$ cat config.mk
export PLATFORM = sky130hd
export DESIGN_NAME = mem_port_arbiter_flat
export DESIGN_NICKNAME = d
export VERILOG_FILES = /design/src/rtl/mem_port_arbiter_if.sv /design/src/rtl/mem_port_arbiter.sv /design/src/flat_wrapper.sv
export SDC_FILE = /design/constraint.sdc
export NUM_CORES = 1
export LEC_CHECK = 0
export CORE_MARGIN = 10
export CORE_UTILIZATION = 45
export CTS_CLUSTER_SIZE = 14
export DETAILED_ROUTE_END_ITERATION = 8
export HOLD_SLACK_MARGIN = 0.02
export PLACE_DENSITY = 0.91
export SKIP_CTS_REPAIR_TIMING = 1
export SLEW_MARGIN = 20
export SYNTH_ARGS = -nofsm -noshare
export SYNTH_HDL_FRONTEND = slang
export SYNTH_SLANG_ARGS = --single-unit
$ cat constraint.sdc
create_clock -name clk -period 2.4 [get_ports clk]
set_input_delay 0.24 -clock clk [delete_from_list [all_inputs] [get_ports clk]]
set_output_delay 0.24 -clock clk [all_outputs]
set_load 0.05 [all_outputs]
$ cat src/rtl/mem_port_arbiter_if.sv
// -----------------------------------------------------------------------------
// mem_port_arbiter_if
// Bundles the fetch port, the load/store port, the shared memory bus and the
// status outputs of mem_port_arbiter.
//   master : the arbiter itself. It consumes requests and drives the memory bus.
//   slave  : the surroundings. These are the IF stage, the MEM stage and the
//            external memory.
// Signals:
//   if_req/if_addr -> if_rdata/if_ack                  instruction fetch
//   dm_rd/dm_wr/dm_addr/dm_wdata/dm_be -> dm_rdata/dm_ack   load/store
//   mem_req/mem_we/mem_addr/mem_wdata/mem_be <- mem_rdata/mem_ready  memory
//   stall_o, err_o                                     pipeline status
// -----------------------------------------------------------------------------
interface mem_port_arbiter_if #(
    parameter int ADDR_WIDTH = 32,
    parameter int DATA_WIDTH = 32
);
    localparam int BE_WIDTH = DATA_WIDTH / 8;

    logic                  if_req;
    logic [ADDR_WIDTH-1:0] if_addr;
    logic [DATA_WIDTH-1:0] if_rdata;
    logic                  if_ack;

    logic                  dm_rd;
    logic                  dm_wr;
    logic [ADDR_WIDTH-1:0] dm_addr;
    logic [DATA_WIDTH-1:0] dm_wdata;
    logic [BE_WIDTH-1:0]   dm_be;
    logic [DATA_WIDTH-1:0] dm_rdata;
    logic                  dm_ack;

    logic                  mem_req;
    logic                  mem_we;
    logic [ADDR_WIDTH-1:0] mem_addr;
    logic [DATA_WIDTH-1:0] mem_wdata;
    logic [BE_WIDTH-1:0]   mem_be;
    logic [DATA_WIDTH-1:0] mem_rdata;
    logic                  mem_ready;

    logic                  stall_o;
    logic                  err_o;

    modport master (
        input  if_req, if_addr,
        output if_rdata, if_ack,
        input  dm_rd, dm_wr, dm_addr, dm_wdata, dm_be,
        output dm_rdata, dm_ack,
        output mem_req, mem_we, mem_addr, mem_wdata, mem_be,
        input  mem_rdata, mem_ready,
        output stall_o, err_o
    );

    modport slave (
        output if_req, if_addr,
        input  if_rdata, if_ack,
        output dm_rd, dm_wr, dm_addr, dm_wdata, dm_be,
        input  dm_rdata, dm_ack,
        input  mem_req, mem_we, mem_addr, mem_wdata, mem_be,
        output mem_rdata, mem_ready,
        input  stall_o, err_o
    );
endinterface

$ cat src/rtl/mem_port_arbiter.sv
// -----------------------------------------------------------------------------
// mem_port_arbiter
// Shares one single-port memory between instruction fetch (IF) and load/store
// (DM).
// - DM has priority over IF. After MAX_DM_BURST consecutive DM grants made
//   while IF was waiting, IF gets the next grant.
// - Each transaction is latched at grant. It waits for mem_ready and then
//   pulses the requester's ack for one cycle.
// - A transaction is aborted after TIMEOUT cycles without mem_ready. The
//   abort still pulses the ack, returns rdata = 0 and sets err_o.
// Ports:
//   clk    rising-edge clock
//   rst_n  asynchronous active-low reset
//   bus    mem_port_arbiter_if.master. It carries the fetch port, the
//          load/store port, the memory bus, stall_o and err_o.
// -----------------------------------------------------------------------------
module mem_port_arbiter #(
    parameter int ADDR_WIDTH   = 32,
    parameter int DATA_WIDTH   = 32,
    parameter int MAX_DM_BURST = 2,
    parameter int TIMEOUT      = 255
) (
    input  logic               clk,
    input  logic               rst_n,
    mem_port_arbiter_if.master bus
);
    localparam int BE_WIDTH = DATA_WIDTH / 8;
    localparam int BURST_W  = $clog2(MAX_DM_BURST + 1);
    localparam int TMO_W    = $clog2(TIMEOUT + 1);

    typedef enum logic [1:0] {ST_IDLE, ST_IFETCH, ST_DACC} state_t;

    state_t                state_reg,     state_next;
    logic                  mem_we_reg,    mem_we_next;
    logic [ADDR_WIDTH-1:0] mem_addr_reg,  mem_addr_next;
    logic [DATA_WIDTH-1:0] mem_wdata_reg, mem_wdata_next;
    logic [BE_WIDTH-1:0]   mem_be_reg,    mem_be_next;
    logic [DATA_WIDTH-1:0] if_rdata_reg,  if_rdata_next;
    logic [DATA_WIDTH-1:0] dm_rdata_reg,  dm_rdata_next;
    logic                  if_ack_reg,    if_ack_next;
    logic                  dm_ack_reg,    dm_ack_next;
    logic                  err_reg,       err_next;
    logic [BURST_W-1:0]    burst_reg,     burst_next;
    logic [TMO_W-1:0]      tmo_reg,       tmo_next;

    logic                  dm_any;
    logic                  grant_dm;
    logic                  grant_if;
    logic                  done_ok;
    logic                  done_tmo;
    logic [DATA_WIDTH-1:0] resp_data;

    assign dm_any = bus.dm_rd | bus.dm_wr;

    always_ff @(posedge clk or negedge rst_n) begin
        if (!rst_n) begin
            state_reg     <= ST_IDLE;
            mem_we_reg    <= 1'b0;
            mem_addr_reg  <= '0;
            mem_wdata_reg <= '0;
            mem_be_reg    <= '0;
            if_rdata_reg  <= '0;
            dm_rdata_reg  <= '0;
            if_ack_reg    <= 1'b0;
            dm_ack_reg    <= 1'b0;
            err_reg       <= 1'b0;
            burst_reg     <= '0;
            tmo_reg       <= '0;
        end else begin
            state_reg     <= state_next;
            mem_we_reg    <= mem_we_next;
            mem_addr_reg  <= mem_addr_next;
            mem_wdata_reg <= mem_wdata_next;
            mem_be_reg    <= mem_be_next;
            if_rdata_reg  <= if_rdata_next;
            dm_rdata_reg  <= dm_rdata_next;
            if_ack_reg    <= if_ack_next;
            dm_ack_reg    <= dm_ack_next;
            err_reg       <= err_next;
            burst_reg     <= burst_next;
            tmo_reg       <= tmo_next;
        end
    end

    always_comb begin
        state_next     = state_reg;
        mem_we_next    = mem_we_reg;
        mem_addr_next  = mem_addr_reg;
        mem_wdata_next = mem_wdata_reg;
        mem_be_next    = mem_be_reg;
        if_rdata_next  = if_rdata_reg;
        dm_rdata_next  = dm_rdata_reg;
        if_ack_next    = 1'b0;
        dm_ack_next    = 1'b0;
        err_next       = err_reg;
        burst_next     = burst_reg;
        tmo_next       = tmo_reg;
        grant_dm       = 1'b0;
        grant_if       = 1'b0;
        done_ok        = 1'b0;
        done_tmo       = 1'b0;
        resp_data      = '0;

        case (state_reg)
            ST_IDLE: begin
                // DM wins unless IF has already waited out a full DM burst.
                if (dm_any && !(bus.if_req && burst_reg == BURST_W'(MAX_DM_BURST))) begin
                    grant_dm       = 1'b1;
                    state_next     = ST_DACC;
                    mem_addr_next  = bus.dm_addr;
                    mem_wdata_next = bus.dm_wdata;
                    // A request with both rd and wr set is performed as a write
                    // and flagged as an error.
                    mem_we_next    = bus.dm_wr;
                    mem_be_next    = bus.dm_wr ? bus.dm_be : '1;
                    if (bus.dm_rd && bus.dm_wr) begin
                        err_next = 1'b1;
                    end
                end else if (bus.if_req) begin
                    grant_if      = 1'b1;
                    state_next    = ST_IFETCH;
                    mem_addr_next = bus.if_addr;
                    mem_we_next   = 1'b0;
                    mem_be_next   = '1;
                end
                tmo_next = '0;
            end
            ST_IFETCH, ST_DACC: begin
                // mem_ready wins over the timeout in the final allowed cycle.
                if (bus.mem_ready) begin
                    done_ok = 1'b1;
                end else if (tmo_reg == TMO_W'(TIMEOUT - 1)) begin
                    done_tmo = 1'b1;
                end

                if (done_ok || done_tmo) begin
                    resp_data  = done_ok ? bus.mem_rdata : '0;
                    state_next = ST_IDLE;
                    tmo_next   = '0;
                    if (state_reg == ST_IFETCH) begin
                        if_ack_next   = 1'b1;
                        if_rdata_next = resp_data;
                    end else begin
                        dm_ack_next   = 1'b1;
                        dm_rdata_next = resp_data;
                    end
                    if (done_tmo) begin
                        err_next = 1'b1;
                    end
                end else begin
                    tmo_next = tmo_reg + TMO_W'(1);
                end
            end
            default: begin
                state_next = ST_IDLE;
            end
        endcase

        // The counter only counts DM grants that overtook a waiting fetch.
        if (!bus.if_req || grant_if) begin
            burst_next = '0;
        end else if (grant_dm) begin
            burst_next = burst_reg + BURST_W'(1);
        end
    end

    // mem_req follows the state register, so reset drops it immediately.
    assign bus.mem_req   = (state_reg != ST_IDLE);
    assign bus.mem_we    = mem_we_reg;
    assign bus.mem_addr  = mem_addr_reg;
    assign bus.mem_wdata = mem_wdata_reg;
    assign bus.mem_be    = mem_be_reg;
    assign bus.if_rdata  = if_rdata_reg;
    assign bus.if_ack    = if_ack_reg;
    assign bus.dm_rdata  = dm_rdata_reg;
    assign bus.dm_ack    = dm_ack_reg;
    assign bus.err_o     = err_reg;
    assign bus.stall_o   = (bus.if_req & ~if_ack_reg) | (dm_any & ~dm_ack_reg);
endmodule

$ cat src/flat_wrapper.sv
// flat-port wrapper written by rule: the top's interface ports become plain ports
module mem_port_arbiter_flat 
#(
    parameter int ADDR_WIDTH   = 32,
    parameter int DATA_WIDTH   = 32,
    parameter int MAX_DM_BURST = 2,
    parameter int TIMEOUT      = 255
)
  (clk, rst_n, bus_if_req, bus_if_addr, bus_if_rdata, bus_if_ack, bus_dm_rd, bus_dm_wr, bus_dm_addr, bus_dm_wdata, bus_dm_be, bus_dm_rdata, bus_dm_ack, bus_mem_req, bus_mem_we, bus_mem_addr, bus_mem_wdata, bus_mem_be, bus_mem_rdata, bus_mem_ready, bus_stall_o, bus_err_o);
  mem_port_arbiter_if #(.ADDR_WIDTH(ADDR_WIDTH), .DATA_WIDTH(DATA_WIDTH)) bus_i ();
  input  logic clk;
  input  logic rst_n;
  input wire logic [$bits(bus_i.if_req)-1:0] bus_if_req;
  input wire logic [$bits(bus_i.if_addr)-1:0] bus_if_addr;
  output wire logic [$bits(bus_i.if_rdata)-1:0] bus_if_rdata;
  output wire logic [$bits(bus_i.if_ack)-1:0] bus_if_ack;
  input wire logic [$bits(bus_i.dm_rd)-1:0] bus_dm_rd;
  input wire logic [$bits(bus_i.dm_wr)-1:0] bus_dm_wr;
  input wire logic [$bits(bus_i.dm_addr)-1:0] bus_dm_addr;
  input wire logic [$bits(bus_i.dm_wdata)-1:0] bus_dm_wdata;
  input wire logic [$bits(bus_i.dm_be)-1:0] bus_dm_be;
  output wire logic [$bits(bus_i.dm_rdata)-1:0] bus_dm_rdata;
  output wire logic [$bits(bus_i.dm_ack)-1:0] bus_dm_ack;
  output wire logic [$bits(bus_i.mem_req)-1:0] bus_mem_req;
  output wire logic [$bits(bus_i.mem_we)-1:0] bus_mem_we;
  output wire logic [$bits(bus_i.mem_addr)-1:0] bus_mem_addr;
  output wire logic [$bits(bus_i.mem_wdata)-1:0] bus_mem_wdata;
  output wire logic [$bits(bus_i.mem_be)-1:0] bus_mem_be;
  input wire logic [$bits(bus_i.mem_rdata)-1:0] bus_mem_rdata;
  input wire logic [$bits(bus_i.mem_ready)-1:0] bus_mem_ready;
  output wire logic [$bits(bus_i.stall_o)-1:0] bus_stall_o;
  output wire logic [$bits(bus_i.err_o)-1:0] bus_err_o;
  assign bus_i.if_req = bus_if_req;
  assign bus_i.if_addr = bus_if_addr;
  assign bus_if_rdata = bus_i.if_rdata;
  assign bus_if_ack = bus_i.if_ack;
  assign bus_i.dm_rd = bus_dm_rd;
  assign bus_i.dm_wr = bus_dm_wr;
  assign bus_i.dm_addr = bus_dm_addr;
  assign bus_i.dm_wdata = bus_dm_wdata;
  assign bus_i.dm_be = bus_dm_be;
  assign bus_dm_rdata = bus_i.dm_rdata;
  assign bus_dm_ack = bus_i.dm_ack;
  assign bus_mem_req = bus_i.mem_req;
  assign bus_mem_we = bus_i.mem_we;
  assign bus_mem_addr = bus_i.mem_addr;
  assign bus_mem_wdata = bus_i.mem_wdata;
  assign bus_mem_be = bus_i.mem_be;
  assign bus_i.mem_rdata = bus_mem_rdata;
  assign bus_i.mem_ready = bus_mem_ready;
  assign bus_stall_o = bus_i.stall_o;
  assign bus_err_o = bus_i.err_o;
  mem_port_arbiter #(.ADDR_WIDTH(ADDR_WIDTH), .DATA_WIDTH(DATA_WIDTH), .MAX_DM_BURST(MAX_DM_BURST), .TIMEOUT(TIMEOUT)) u_core (.clk(clk), .rst_n(rst_n), .bus(bus_i));
endmodule
# Word level (Yosys, flattened, before mapping)
# Cells that the tools add are included.
dict set report word_totals {
  register_bits 148
  output_inout_bits 138
}
dict set report op_classes {
  n_addsub 2
  n_eq_ne 9
  mux 37
  bitwise 7
  n_reduce_logical 19
}
# cell n
set op_table {}
lappend op_table {{$mux W32} 3}
lappend op_table {{$mux W1} 22}
lappend op_table {{$pmux W8 S2} 1}
lappend op_table {{$mux W4} 3}
lappend op_table {{$mux W2} 5}
lappend op_table {{$add A8 B1 Y8 const B} 1}
lappend op_table {{$eq A8 B8 Y1 const B} 1}
lappend op_table {{$mux W8} 1}
lappend op_table {{$ne A2 B1 Y1 const B} 4}
lappend op_table {{$reduce_bool A2 Y1} 4}
lappend op_table {{$reduce_and A2 Y1} 3}
lappend op_table {{$reduce_and A3 Y1} 2}
lappend op_table {{$reduce_and A5 Y1} 1}
lappend op_table {{$eq A2 B2 Y1 const B} 2}
lappend op_table {{$pmux W2 S2} 1}
lappend op_table {{$logic_and A1 B1 Y1} 3}
lappend op_table {{$ne A3 B2 Y1 const B} 1}
lappend op_table {{$not A1 Y1} 3}
lappend op_table {{$add A2 B1 Y2 const B} 1}
lappend op_table {{$and A1 B1 Y1} 2}
lappend op_table {{$eq A2 B1 Y1 const B} 1}
lappend op_table {{$logic_not A1 Y1} 2}
lappend op_table {{$logic_not A2 Y1} 1}
lappend op_table {{$logic_or A1 B1 Y1} 2}
lappend op_table {{3 further kinds} 4}

# Depth between registers and ports, before layout
dict set report depth {
  ltp_word 8
  mapped_depth 8
}

# Worst setup path after synthesis
# OpenSTA, ideal clock, no wires.
dict set report synth_path {
  path_kind {flip-flop to flip-flop}
  startpoint {reg u_core.state_reg[0]}
  endpoint {reg u_core.mem_be_reg[0] (netlist: u_core.bus.mem_be[0])}
  setup_ns 0.121
  t_arrival_ns 1.547
  required_time_ns 2.279
  path_slack_ns 0.731
  stages_incl_launch_ff 7
  n_path_buf 1
  synth_period_minus_slack_ns 1.669
  path_cell_list {dfrtp_1 > inv_1 > ha_1 > clkbuf_1 > inv_1 > nor2_1 > o22a_1}
}
dict set report synth_via {
  elab_chain_cells 2
}
# element line
set synth_lines {}
lappend synth_lines {{start, declared} mem_port_arbiter.sv:33} ;# state_t state_reg, state_next;
lappend synth_lines {{start signal, assigned} mem_port_arbiter.sv:70} ;# state_reg <= state_next;
lappend synth_lines {{$logic_not A2 Y1} mem_port_arbiter.sv:104} ;# case (state_reg)
lappend synth_lines {{$reduce_and A2 Y1 (no source line)} n/a}
lappend synth_lines {{end signal, assigned} mem_port_arbiter.sv:74} ;# mem_be_reg <= mem_be_next;
lappend synth_lines {{end, declared} mem_port_arbiter.sv:37} ;# logic [BE_WIDTH-1:0] mem_be_reg, mem_be_next;
# No other way between the ends.
# A chain may end at the register's enable or synchronous reset.

# Worst setup path after layout
dict set report layout_path {
  startpoint {reg u_core.tmo_reg[0]}
  endpoint {reg u_core.if_rdata_reg[20] (netlist: u_core.bus.if_rdata[20])}
}
dict set report layout_via {
  elab_chain_cells 6
}
# element line
set layout_lines {}
lappend layout_lines {{start, declared} mem_port_arbiter.sv:44} ;# logic [TMO_W-1:0] tmo_reg, tmo_next;
lappend layout_lines {{start signal, assigned} mem_port_arbiter.sv:81} ;# tmo_reg <= tmo_next;
lappend layout_lines {{$eq A8 B8 Y1} mem_port_arbiter.sv:132} ;# end else if (tmo_reg == TMO_W'(TIMEOUT - 1)) begin
lappend layout_lines {{$mux W1} mem_port_arbiter.sv:132}
lappend layout_lines {{$mux W1} mem_port_arbiter.sv:130} ;# if (bus.mem_ready) begin
lappend layout_lines {{$mux W1} mem_port_arbiter.sv:104}
lappend layout_lines {{$logic_or A1 B1 Y1} mem_port_arbiter.sv:136} ;# if (done_ok || done_tmo) begin
lappend layout_lines {{$reduce_and A3 Y1 (no source line)} n/a}
lappend layout_lines {{end signal, assigned} mem_port_arbiter.sv:75} ;# if_rdata_reg <= if_rdata_next;
lappend layout_lines {{end, declared} mem_port_arbiter.sv:38} ;# logic [DATA_WIDTH-1:0] if_rdata_reg, if_rdata_next;
# No other way between the ends. The select of a mux whose other input is x is not followed.

==> impl_metrics.yaml <==
clock_tree:
  cts-root-buf: "clkbuf_16"
  cts_tree: "yes"
  htreeDepth: 4
  cts_buffer_depth: 2
  clock_latency_ns: 0.41
  numCtsBuffers: 17
  path_clk_slew_ns: 0.06
  numClockSinks: 148
critical_path:
  crit_fanout: 32
  startpoint: "u_core.tmo_reg[0]"
  crit_buf_inv: 1
  crit_chain: "inv_1 > ha_1 > nand3_1 > nor2_4 > o21ai_4 > a32o_1"
  crit_required_ns: 2.74
  crit_family: "compound AO/OA/AOI/OAI gates"
  startpoint_type: "register"
  slowest_stage: "o21ai_4"
  cp.arrival_ns: 2.41
  r2r-start: "u_core.tmo_reg[0]"
  end_kind: "register"
  cp_slowest_stage_delay_ns: 0.72
  critPathKind: "register to register"
synth:
  yosys.area.top_type: "dfrtp_1"
  synth_cells: 465
  synth_cell_types: 39
  syn_area_sq_mm: 0.006142
  ys_ff_latch: 148
  yosysSeqAreaShare_pct: 60.30
  yosysWarnings: 0
  synth.net_count: 611
  avgSynthCellArea_sq_um: 13.21
  yosys.area.top_type_share_pct: 60.30
  synth.area.top_cells: "dfrtp_1 (60%), a32o_1 (10%), mux2_2 (5.9%)"
global_route:
  track_usage_pct: 20.60
  overflow: 0
  grt_max_degree: 66
  antenna_found_initial: 1
  grt_pass1_wl_mm: 30.04
  grt_pass1_vias: 5373
routing:
  route.vias.total: 4954
  first_iter_violations: 275
  wire_per_inst_um: 21.45
  firstDrtPassIters: 5
  final_antenna_net_count: 0
  wl_mm: 19.71
  via_per_inst: 5.391
  drc: 0
sta:
  hold_viol_final: 0
  relSlewSlack_pct: 37.97
  tightest_slew_ns: 0.9270
  finalCritPeriodShare_pct: 86.32
  rsz0062_at_grt: "false"
  finalSetupTns_ns: 0
  max_freq_ghz: 0.4827
  period_minus_slack_ns: 2.072
  slew_viol_final: 0
  skew_ns: 0.008632
  setup_viol: 0
layout:
  area_growth_pct: 56.28
  drive_gt1_share_pct: 11.44
  fin_nets: 877
  final_core_utilization_pct: 72.20
  multiInputGateArea_sq_mm: 0.002153
  antenna_cells: 0
  fillerInstances: 878
  seqCellArea_sq_mm: 0.003704
  final_common_cell: "clkdlybuf4s50_1"
  final_cell_mix: "clkdlybuf4s50_1 (271), dfrtp_1 (148), a32o_1 (64)"
worst_hold_path:
  worstHoldPathType: "primary input to register"
  hold_path.startpoint: "bus_mem_ready"
power:
  p_sw_share_pct: 47.11
  p_int_w: 0.008447
  p_sw_w: 0.007522
  power.share.combinational_pct: 56.5
  total_power_w: 0.01597
  ir_worst_vdd_mv: 0.8266
  leakage_nw: 4.104
  power_frac_clock_pct: 16.8
  p_per_area_mw_per_mm2: 1664
  seq_power_share_pct: 26.7
floorplan:
  die-area_sq_mm: 0.01872
  rows: 42
  boundaryPins: 276
  die_w_um: 136.8
  coreArea_sq_mm: 0.01330
  die_h_um: 136.8
  start_util_pct: 46.20
outcome:
  status: "complete, no violations"
place:
  place_congestion: 0.8832
  place_hpwl_mm: 15.09
  portBuffers: 275
run:
  cap_viol_max_count: 0
## cells in the mapped netlist (all sizes together)
library cell	instances
nand4b	1
nor4	1
o22a	4
o22ai	1
nand3b	1
mux2	32
nand4	1
nor3	2
nand3	8
a21o	2
xnor2	2
nor2	12
nand2	45
buf	22
mux2i	32
inv	8
dfrtp	148
a32o	64
nand2b	1
clkbuf	16
o311ai	1
o31ai	2
o21ai	38
or2	1
o21a	1
o2bb2ai	1
a2bb2oi	1
or4	1
ha	8
nor2b	1
xor2	1
a21oi	6
## final timing paths
| check | endpoint | slack [ns] | depth (start not counted) |
|---|---|---|---|
| worst min register to register | u_core.bus.err_o | 0.46 | 1 |
| worst max-delay path | u_core.bus.if_rdata[20] | 0.33 | 6 |
| worst min-delay path | u_core.bus.dm_ack | 0.31 | 3 |
| min in group asynchronous | u_core.bus.mem_wdata[29] | 0.35 | 2 |
| worst max register to register | u_core.bus.if_rdata[20] | 0.33 | 6 |
| max in group asynchronous | u_core.bus.if_rdata[31] | 1.34 | 3 |
## worst min-delay path: cells and delay by family
kind | cells | cell delay (ns)
compound gates | 1 | 0.15
simple gates | 1 | 0.09
buf+inv | 1 | 0.19
## power by group through the flow
stage,clock network (W),logic (W),registers [W]
2_1_floorplan,0,0.00206,0.00804
3_3_place_gp,0,0.00887,0.00421
3_5_place_dp,0,0.00909,0.00430
4_1_cts,0.00274,0.00912,0.00427
5_1_grt,0.00286,0.00942,0.00440
6_report,0.00269,0.00902,0.00427
## cell families (layout without fill, tap and decap cells)
| kind of cell | after synthesis | after routing | share of synthesized area [%] |
|---|---|---|---|
| flops | 148 | 148 | 60.30 |
| mux | 64 | 64 | 11.08 |
| fa+ha+maj | 8 | 8 | 1.630 |
| simple gates | 75 | 75 | 5.501 |
| compound gates | 121 | 121 | 16.19 |
| xor+xnor | 3 | 3 | 0.4279 |
| buf+inv | 46 | 324 | 4.869 |
## cell type report
cell class                      count  share of cell area (%)
Clock inverter                     12                   1.616
Tap cell                          176                   2.294
Timing Repair Buffer              285                   30.04
Clock buffer                       19                   4.718
Multi-Input combinational cell    271                   22.43
Sequential cell                   148                   38.58
Inverter                            8                  0.3128
## routing by layer
metal	track usage [%]	wire length (um)	share of wire (%)	vias to the layer above
met2	36.62	10320	52	218
li1	-	-	-	2270
met3	7.441	1763	8.9	36
met5	0	7	0.036	-
met1	22.00	7223	37	2428
met4	7.436	393	2.0	2
## per-stage QoR
| stage | area [sq um] | instances | hold WS, ns | worst slack (ns) |
|---|---|---|---|---|
| after global routing | 9599 | 919 | 0.3547 | 0.1747 |
| final | 9599 | 919 | 0.3118 | 0.3284 |
| after detailed placement | 8981 | 887 | 0.2254 | 0.3588 |
| after CTS | 9589 | 918 | -0.2171 | 0.3353 |
| after global placement | 8981 | 887 | 0.2161 | 0.4697 |
| after floorplan | 6142 | 465 | -0.05559 | 0.7315 |
No activity file was read; power rests on OpenSTA's default activity.
